## config.mk

```make
export PLATFORM = sky130hd
export DESIGN_NAME = lift_seq_ctrl
export DESIGN_NICKNAME = d
export VERILOG_FILES = /design/src/rtl/lift_pkg.sv /design/src/rtl/lift_chunk_cnt.sv /design/src/rtl/lift_seq_ctrl.sv
export SDC_FILE = /design/constraint.sdc
export NUM_CORES = 1
export LEC_CHECK = 0
export CAP_MARGIN = 20
export CORE_MARGIN = 3
export CORE_UTILIZATION = 45
export DETAILED_ROUTE_END_ITERATION = 16
export PLACE_DENSITY_LB_ADDON = 0.3
export SETUP_SLACK_MARGIN = 0.05
export SYNTH_ARGS = -nofsm -noshare
export SYNTH_HDL_FRONTEND = slang
export SYNTH_SLANG_ARGS = --single-unit
```

## constraint.sdc

```tcl
create_clock -name clk -period 2.4 [get_ports clk]
set_input_delay 0.6 -clock clk [delete_from_list [all_inputs] [get_ports clk]]
set_output_delay 0.6 -clock clk [all_outputs]
set_load 0.05 [all_outputs]
```

## src/rtl/lift_pkg.sv

```systemverilog
// Shared phase encoding, default sizing and chunk-count helpers for the S3-lift sequencer.
package lift_pkg;

    typedef enum logic [2:0] {
        PH_IDLE  = 3'd0,
        PH_CLR   = 3'd1,
        PH_MUL   = 3'd2,
        PH_FOLD  = 3'd3,
        PH_SUB   = 3'd4,
        PH_NORM  = 3'd5,
        PH_DRAIN = 3'd6,
        PH_DONE  = 3'd7
    } lift_phase_t;

    localparam int DEF_N_COEF = 700;
    localparam int DEF_COEF_W = 13;
    localparam int DEF_LANES  = 7;

    function automatic int calc_nchunk(input int n_coef, input int lanes);
        return (n_coef + lanes - 1) / lanes;
    endfunction

    // A single chunk still needs a one-bit index port.
    function automatic int calc_idx_w(input int nchunk);
        return (nchunk > 1) ? $clog2(nchunk) : 1;
    endfunction

endpackage

```

## src/rtl/lift_chunk_cnt.sv

```systemverilog
// Wrapping chunk index counter; last flags the final chunk so the FSM can exit a phase.
module lift_chunk_cnt #(
    parameter int IDX_W = 7,
    parameter int LAST  = 99
) (
    input  logic             clk,
    input  logic             rst_n,
    input  logic             clr,
    input  logic             inc,
    output logic [IDX_W-1:0] count,
    output logic             last
);

    assign last = (count == IDX_W'(LAST));

    // NOTE: flop updates use non-blocking assignments so every register samples pre-edge values.
    always_ff @(posedge clk or negedge rst_n) begin
        if (!rst_n) begin
            count <= '0;
        end else if (clr) begin
            count <= '0;
        end else if (inc) begin
            count <= last ? '0 : count + 1'b1;
        end
    end

endmodule

```

## src/rtl/lift_seq_ctrl.sv

```systemverilog
// S3-lift sequencer: CLR, MUL, FOLD, SUB, NORM, DRAIN, DONE with per-chunk strobes.
// Define LIFT_SEQ_PERF_EN to add the cyc_cnt / stall_cnt performance counters.
module lift_seq_ctrl
    import lift_pkg::*;
#(
    parameter int N_COEF = DEF_N_COEF,
    parameter int COEF_W = DEF_COEF_W,
    parameter int LANES  = DEF_LANES,
    localparam int NCHUNK = calc_nchunk(N_COEF, LANES),
    localparam int IDX_W  = calc_idx_w(NCHUNK)
) (
    input  logic             clk,
    input  logic             rst_n,
    input  logic             start,
    output logic             busy,
    output logic             done,
    output lift_phase_t      phase,
    output logic [IDX_W-1:0] chunk_idx,
    output logic             dp_clr,
    input  logic             dp_ready,
    output logic             dp_step,
    output logic             out_valid,
    input  logic             out_ready
`ifdef LIFT_SEQ_PERF_EN
    ,
    output logic [31:0]      cyc_cnt,
    output logic [31:0]      stall_cnt
`endif
);

    if (N_COEF < 1 || LANES < 1 || COEF_W < 1) begin : g_bad_cfg
        $error("lift_seq_ctrl: N_COEF, LANES and COEF_W must be positive");
    end

    lift_phase_t state, state_nxt;
    logic        stepping;
    logic        cnt_last;

    assign stepping = (state == PH_MUL) || (state == PH_SUB) || (state == PH_NORM);
    assign dp_step  = stepping & dp_ready;
    assign phase    = state;

    lift_chunk_cnt #(
        .IDX_W (IDX_W),
        .LAST  (NCHUNK - 1)
    ) u_chunk_cnt (
        .clk   (clk),
        .rst_n (rst_n),
        .clr   (state == PH_CLR),
        .inc   (dp_step | (out_valid & out_ready)),
        .count (chunk_idx),
        .last  (cnt_last)
    );

    // NOTE: state_nxt gets its default before the case so no path can infer a latch.
    always_comb begin
        state_nxt = state;
        case (state)
            PH_IDLE:  if (start) state_nxt = PH_CLR;
            PH_CLR:   state_nxt = PH_MUL;
            PH_MUL:   if (dp_step && cnt_last) state_nxt = PH_FOLD;
            PH_FOLD:  state_nxt = PH_SUB;
            PH_SUB:   if (dp_step && cnt_last) state_nxt = PH_NORM;
            PH_NORM:  if (dp_step && cnt_last) state_nxt = PH_DRAIN;
            PH_DRAIN: if (out_ready && cnt_last) state_nxt = PH_DONE;
            PH_DONE:  state_nxt = PH_IDLE;
            default:  state_nxt = PH_IDLE;
        endcase
    end

    // Status outputs are decoded from state_nxt and registered so they never glitch.
    always_ff @(posedge clk or negedge rst_n) begin
        if (!rst_n) begin
            state     <= PH_IDLE;
            busy      <= 1'b0;
            done      <= 1'b0;
            dp_clr    <= 1'b0;
            out_valid <= 1'b0;
        end else begin
            state     <= state_nxt;
            busy      <= (state_nxt != PH_IDLE);
            done      <= (state_nxt == PH_DONE);
            dp_clr    <= (state_nxt == PH_CLR);
            out_valid <= (state_nxt == PH_DRAIN);
        end
    end

`ifdef LIFT_SEQ_PERF_EN
    logic accept;
    logic stall_now;

    assign accept    = (state == PH_IDLE) & start;
    assign stall_now = (stepping & ~dp_ready) | (out_valid & ~out_ready);

    always_ff @(posedge clk or negedge rst_n) begin
        if (!rst_n) begin
            cyc_cnt   <= '0;
            stall_cnt <= '0;
        end else if (accept) begin
            cyc_cnt   <= '0;
            stall_cnt <= '0;
        end else begin
            if (busy && (cyc_cnt != '1)) cyc_cnt <= cyc_cnt + 32'd1;
            if (stall_now && (stall_cnt != '1)) stall_cnt <= stall_cnt + 32'd1;
        end
    end
`endif

endmodule

```

-- Word-level counts from Yosys, hierarchy flattened
Cells that the tools add are included.
W data, S select, Z words.
- add/subtract/negate cells: 1
- equality and inequality tests: 11
- mux-type cells: 9
- bitwise gates (word level): 3
- reductions and logical operators: 7
- operators by type and width (operator ; number):
    $pmux W3 S8 ; 1
    $mux W7 ; 3
    $eq A3 B3 Y1 const B ; 6
    $mux W3 ; 5
    $add A7 B1 Y7 const B ; 1
    $eq A7 B7 Y1 const B ; 1
    $eq A3 B1 Y1 const B ; 2
    $eq A3 B2 Y1 const B ; 2
    $logic_not A3 Y1 ; 1
    $reduce_bool A3 Y1 ; 1
    $and A1 B1 Y1 ; 2
    $logic_and A1 B1 Y1 ; 2
    $logic_or A1 B1 Y1 ; 2
    $reduce_bool A2 Y1 ; 1
    $or A1 B1 Y1 ; 1
- flip-flop bits (word level): 14
- output and inout bits: 15

-- Logic depth before layout (Yosys ltp)
- word-level depth: 8
- gate-level depth with buffers: 5

-- By module
A second synthesis with hierarchy kept.
- cell total of the unflattened synthesis: 78
- area, all modules: 762.0 sq um
- modules (own cells, without submodules) (module ; times used ; cells an instance ; area an instance (sq um) ; sequential area each (sq um)):
    lift_chunk_cnt ; 1 ; 42 ; 386.6 ; 175.2
    lift_seq_ctrl ; 1 ; 36 ; 375.4 ; 175.2

-- Worst setup path before layout
OpenSTA, ideal clock, no wires.
- path type: register -> output
- from: register state[2], in the netlist phase[2]
- to: output dp_step
- data arrival time: 1727 ps
- data required time: 1800 ps
- slack: 73 ps
- cell stages (with the launch flop): 5
- buffers on the path: 1
- path through: dfrtp_1 buf_4 nor3b_1 a21oi_1 nor2_1
- word-level cells in the longest chain between the ends: 4
- ends and longest elaborated chain (what ; RTL line ; source):
    start, declared ; lift_seq_ctrl.sv:35 ; lift_phase_t state, state_nxt;
    start signal, assigned ; lift_seq_ctrl.sv:80 ; state <= state_nxt;
    $eq A3 B2 Y1 / $eq A3 B3 Y1 (equally long branches) ; lift_seq_ctrl.sv:39 ; assign stepping = (state == PH_MUL) || (state == PH_SUB) || (state == PH_NORM);
    $logic_or A1 B1 Y1 ; lift_seq_ctrl.sv:39 ;
    $logic_or A1 B1 Y1 (*) ; lift_seq_ctrl.sv:39 ;
    $and A1 B1 Y1 (*) ; lift_seq_ctrl.sv:40 ; assign dp_step = stepping & dp_ready;
    end, declared ; lift_seq_ctrl.sv:21 ; output logic dp_step,
Every way passes the cells marked *; elsewhere a longest branch is shown, timed or not.

-- Worst setup path in the final report
- from: register u_chunk_cnt.count[5]
- to: output chunk_idx[5]
- RTL lines (what ; RTL line ; source):
    start, declared ; lift_chunk_cnt.sv:10 ; output logic [IDX_W-1:0] count,
    start signal, assigned ; lift_chunk_cnt.sv:23 ; count <= last ? '0 : count + 1'b1;
    end, declared ; lift_seq_ctrl.sv:18 ; output logic [IDX_W-1:0] chunk_idx,
No word-level cell between the ends.

==> results.py <==
metrics = {
    "synth": {
        "postSynthCellCount": 86,
        "ys_seq_elements": 14,
        "synth_flop_cell": "dfrtp_1",
        "synth-async-reset-ratio": 1.00,
        "synth_cell_types": 35,
        "mappedNetlistNets": 92,
        "synth_enable_flop_cells": 0,
        "sequential_fraction_of_the_synthesis_area": 0.418,
        "yosys_warns": 0,
        "synthesis.area_um2": 838,
        "syn-mean-instance-area_um2": 9.75,
    },
    "cells_and_area": {
        "stdcell_area_mm2": 0.00108,
        "layout-drive-gt1-share": 0.150,
        "syn2layout_area_growth_pct": 29.4,
        "final_cell_count_no_fill": 131,
        "num_antenna_cells": 0,
        "num-nets-final": 114,
    },
    "pwr": {
        "max-vdd-ir-drop_mv": 0.983,
        "power_density_mw_per_mm2": 1540,
        "leakage_nw": 0.420,
    },
    "critical_path": {
        "critical_path.top_delay_family": "buffers and inverters",
        "critical_path_at_ns": 1.62,
        "worstPathRequired_ns": 1.80,
        "crit_path_start_kind": "flop",
        "worstSetupEndpointType": "output port",
        "worstPathBufferInverterCount": 1,
        "cp_slowest_stage_delay_ns": 0.85,
        "crit_path_max_fanout": 8,
        "timing.critical_path.cells": "clkdlybuf4s50_1",
        "critPathKind": "reg -> out",
        "crit_path_top_delay_cell": "clkdlybuf4s50_1",
    },
    "clock_network": {
        "cts_resized": 0,
        "cts-root-buf": "clkbuf_4",
        "cts_setup_buffers": 0,
        "clock_latency_ns": 0.29,
        "cts_tree": "built",
        "postCtsHoldBufs": 0,
        "cts_buffers": 3,
        "clk_transition_reported_paths_ns": 0.09,
        "cts.htree.levels": 1,
        "clock_sink_count": 14,
        "clk_path_buf_depth": 2,
    },
    "global_route": {
        "grt_pass1_wl_mm": 3.06,
        "grt_start_max_net_pins": 16,
        "track_usage": 0.160,
        "first_global_vias": 653,
        "antenna_found_initial": 0,
        "grt.overflow.total": 0,
    },
    "sta": {
        "timing.max_slew.rel_slack": 0.575,
        "final-hold-violation-count": 0,
        "fin_crit_sh": 0.926,
        "rsz0062_at_grt": "no",
        "finalSetupTns_ns": 0,
        "slew_violations": 0,
        "max_freq_mhz": 450,
        "tightest_slew_ns": 0.636,
        "finClkSkew_ns": 0.00994,
        "layout_min_cycle_time_ns": 2.22,
        "setup_viol": 0,
        "hold_slack_ns": 0.579,
    },
    "place": {
        "instance_area_after_placement_mm2": 0.00105,
        "port-buffer-count": 19,
        "finalWeightedCongestion": 0.886,
        "post-dp-hpwl_mm": 1.31,
        "place.detailed.instances": 127,
    },
    "detailed_routing": {
        "drcViolationCount": 0,
        "top_layer": "met4",
        "viasPerCell": 5.76,
        "dr_wl_met2_um": 794,
        "drt-initial-drc-count": 28,
        "met1_length_um": 870,
        "routed-wl-met3_um": 103,
        "detailedRoute.firstPassIterationCount": 4,
        "route.vias.total": 755,
        "route.antenna.remaining_nets": 0,
        "routed_wl_mm": 1.80,
        "wire_per_inst_um": 13.7,
    },
    "floorplanning": {
        "fp.dieW_um": 49.2,
        "design.core.area_mm2": 0.00163,
        "count_of_pins_on_the_block_boundary": 20,
        "floorplan.rows": 14,
        "initial_core_util": 0.515,
        "die-area_mm2": 0.00242,
        "die-height_um": 49.2,
    },
    "worst_hold_path": {
        "min_path_type": "reg -> reg",
    },
    "run": {
        "timing.max_cap.violations": 0,
    },
    "run_status": {
        "status": "complete, no violations",
    },
}
==> kinds of logic (layout without fill, tap and decap cells) <==
family,after synthesis,in the layout,share of synthesized area
compound gates,25,25,0.219
xor+xnor,1,1,0.0104
fa+ha+maj,1,1,0.0149
buf+inv,5,26,0.0358
flops,14,14,0.418
mux,3,3,0.0358
simple gates,37,37,0.266
==> cells in the mapped netlist (all sizes together), types with 2 or more instances <==
| cell | number | area, um^2 |
|---|---|---|
| inv | 2 | 7.51 |
| o21ai | 4 | 20.0 |
| mux2i | 3 | 30.0 |
| nor3b | 4 | 30.0 |
| o21a | 2 | 15.0 |
| and3 | 2 | 12.5 |
| o31ai | 3 | 22.5 |
| nand2 | 11 | 46.3 |
| buf | 3 | 22.5 |
| nor3 | 2 | 10.0 |
| o211ai | 2 | 15.0 |
| a21boi | 2 | 15.0 |
| a21oi | 7 | 38.8 |
| dfrtp | 14 | 350 |
| nand3 | 3 | 15.0 |
| nand2b | 3 | 18.8 |
| nor2 | 3 | 11.3 |
| nor4b | 2 | 17.5 |
==> final cells by class <==
cell class              count  area (um^2)
clock buffers               4         36.3
repair buffers             20          203
inverters                   2         7.51
multi-input cells          67          458
fillers                   135          544
well taps                  24         30.0
flip-flops and latches     14          350
==> path summary, 6_finish.rpt <==
check | start | end | slack, ns | cells past startpoint
max | u_chunk_cnt.count[5]$_DFFE_PN0P_ | chunk_idx[5] | 0.18 | 1
min | u_chunk_cnt.count[1]$_DFFE_PN0P_ | u_chunk_cnt.count[1]$_DFFE_PN0P_ | 0.58 | 2
max reg2reg | phase[1]$_DFF_PN0_ | u_chunk_cnt.count[4]$_DFFE_PN0P_ | 0.74 | 4
min reg2reg | u_chunk_cnt.count[1]$_DFFE_PN0P_ | u_chunk_cnt.count[1]$_DFFE_PN0P_ | 0.58 | 2
max in group asynchronous | rst_n | phase[1]$_DFF_PN0_ | 1.28 | 1
min in group asynchronous | rst_n | u_chunk_cnt.count[2]$_DFFE_PN0P_ | 0.70 | 1
==> layer usage <==
| metal | vias to the layer above | track usage |
|---|---|---|
| met2 | 23 | 0.237 |
| met4 | 0 | 0.0664 |
| met1 | 358 | 0.221 |
| met3 | 7 | 0.0367 |
| li1 | 367 | - |
| met5 | - | 0 |
==> per-stage QoR <==
stage,utilization,setup WS [ns],power [mW]
6_report,0.666,0.178,1.67
5_1_grt,0.666,0.0912,1.77
2_1_floorplan,-,0.0728,1.21
4_1_cts,0.666,0.170,1.67
3_5_place_dp,0.644,0.228,1.50
3_3_place_gp,0.644,0.250,1.48
==> power by group <==
group          internal [mW]  leakage, nW  total (mW)  switching [mW]
combinational          0.401        0.237        1.03           0.626
clock                 0.0923       0.0210       0.174          0.0816
sequential             0.324        0.162       0.468           0.143
==> state kept, by name, indices dropped and copies added, names as in the netlist <==
register and flops:
done 1, dp_clr 1, busy 1, out_valid 1, u_chunk_cnt.count 7, phase 3
==> layout by cell type (no fill, tap or decap), types with 2 or more instances in the layout <==
| cell | Yosys | routed |
|---|---|---|
| a21oi_1 | 6 | 6 |
| mux2i_1 | 3 | 3 |
| nor3b_1 | 4 | 4 |
| nand2_2 | 2 | 2 |
| and3_1 | 2 | 2 |
| nor3_1 | 2 | 2 |
| clkbuf_4 | 0 | 3 |
| clkdlybuf4s50_1 | 0 | 16 |
| nor4b_1 | 2 | 2 |
| nor2_1 | 3 | 3 |
| nand2_1 | 9 | 9 |
| nand3_1 | 3 | 3 |
| o211ai_1 | 2 | 2 |
| o21ai_0 | 4 | 4 |
| o21a_1 | 2 | 2 |
| dfrtp_1 | 14 | 14 |
| nand2b_1 | 3 | 3 |
| inv_1 | 2 | 2 |
| o31ai_1 | 3 | 3 |
| buf_4 | 3 | 3 |
Note: power is estimated with default switching activity, not from simulation.
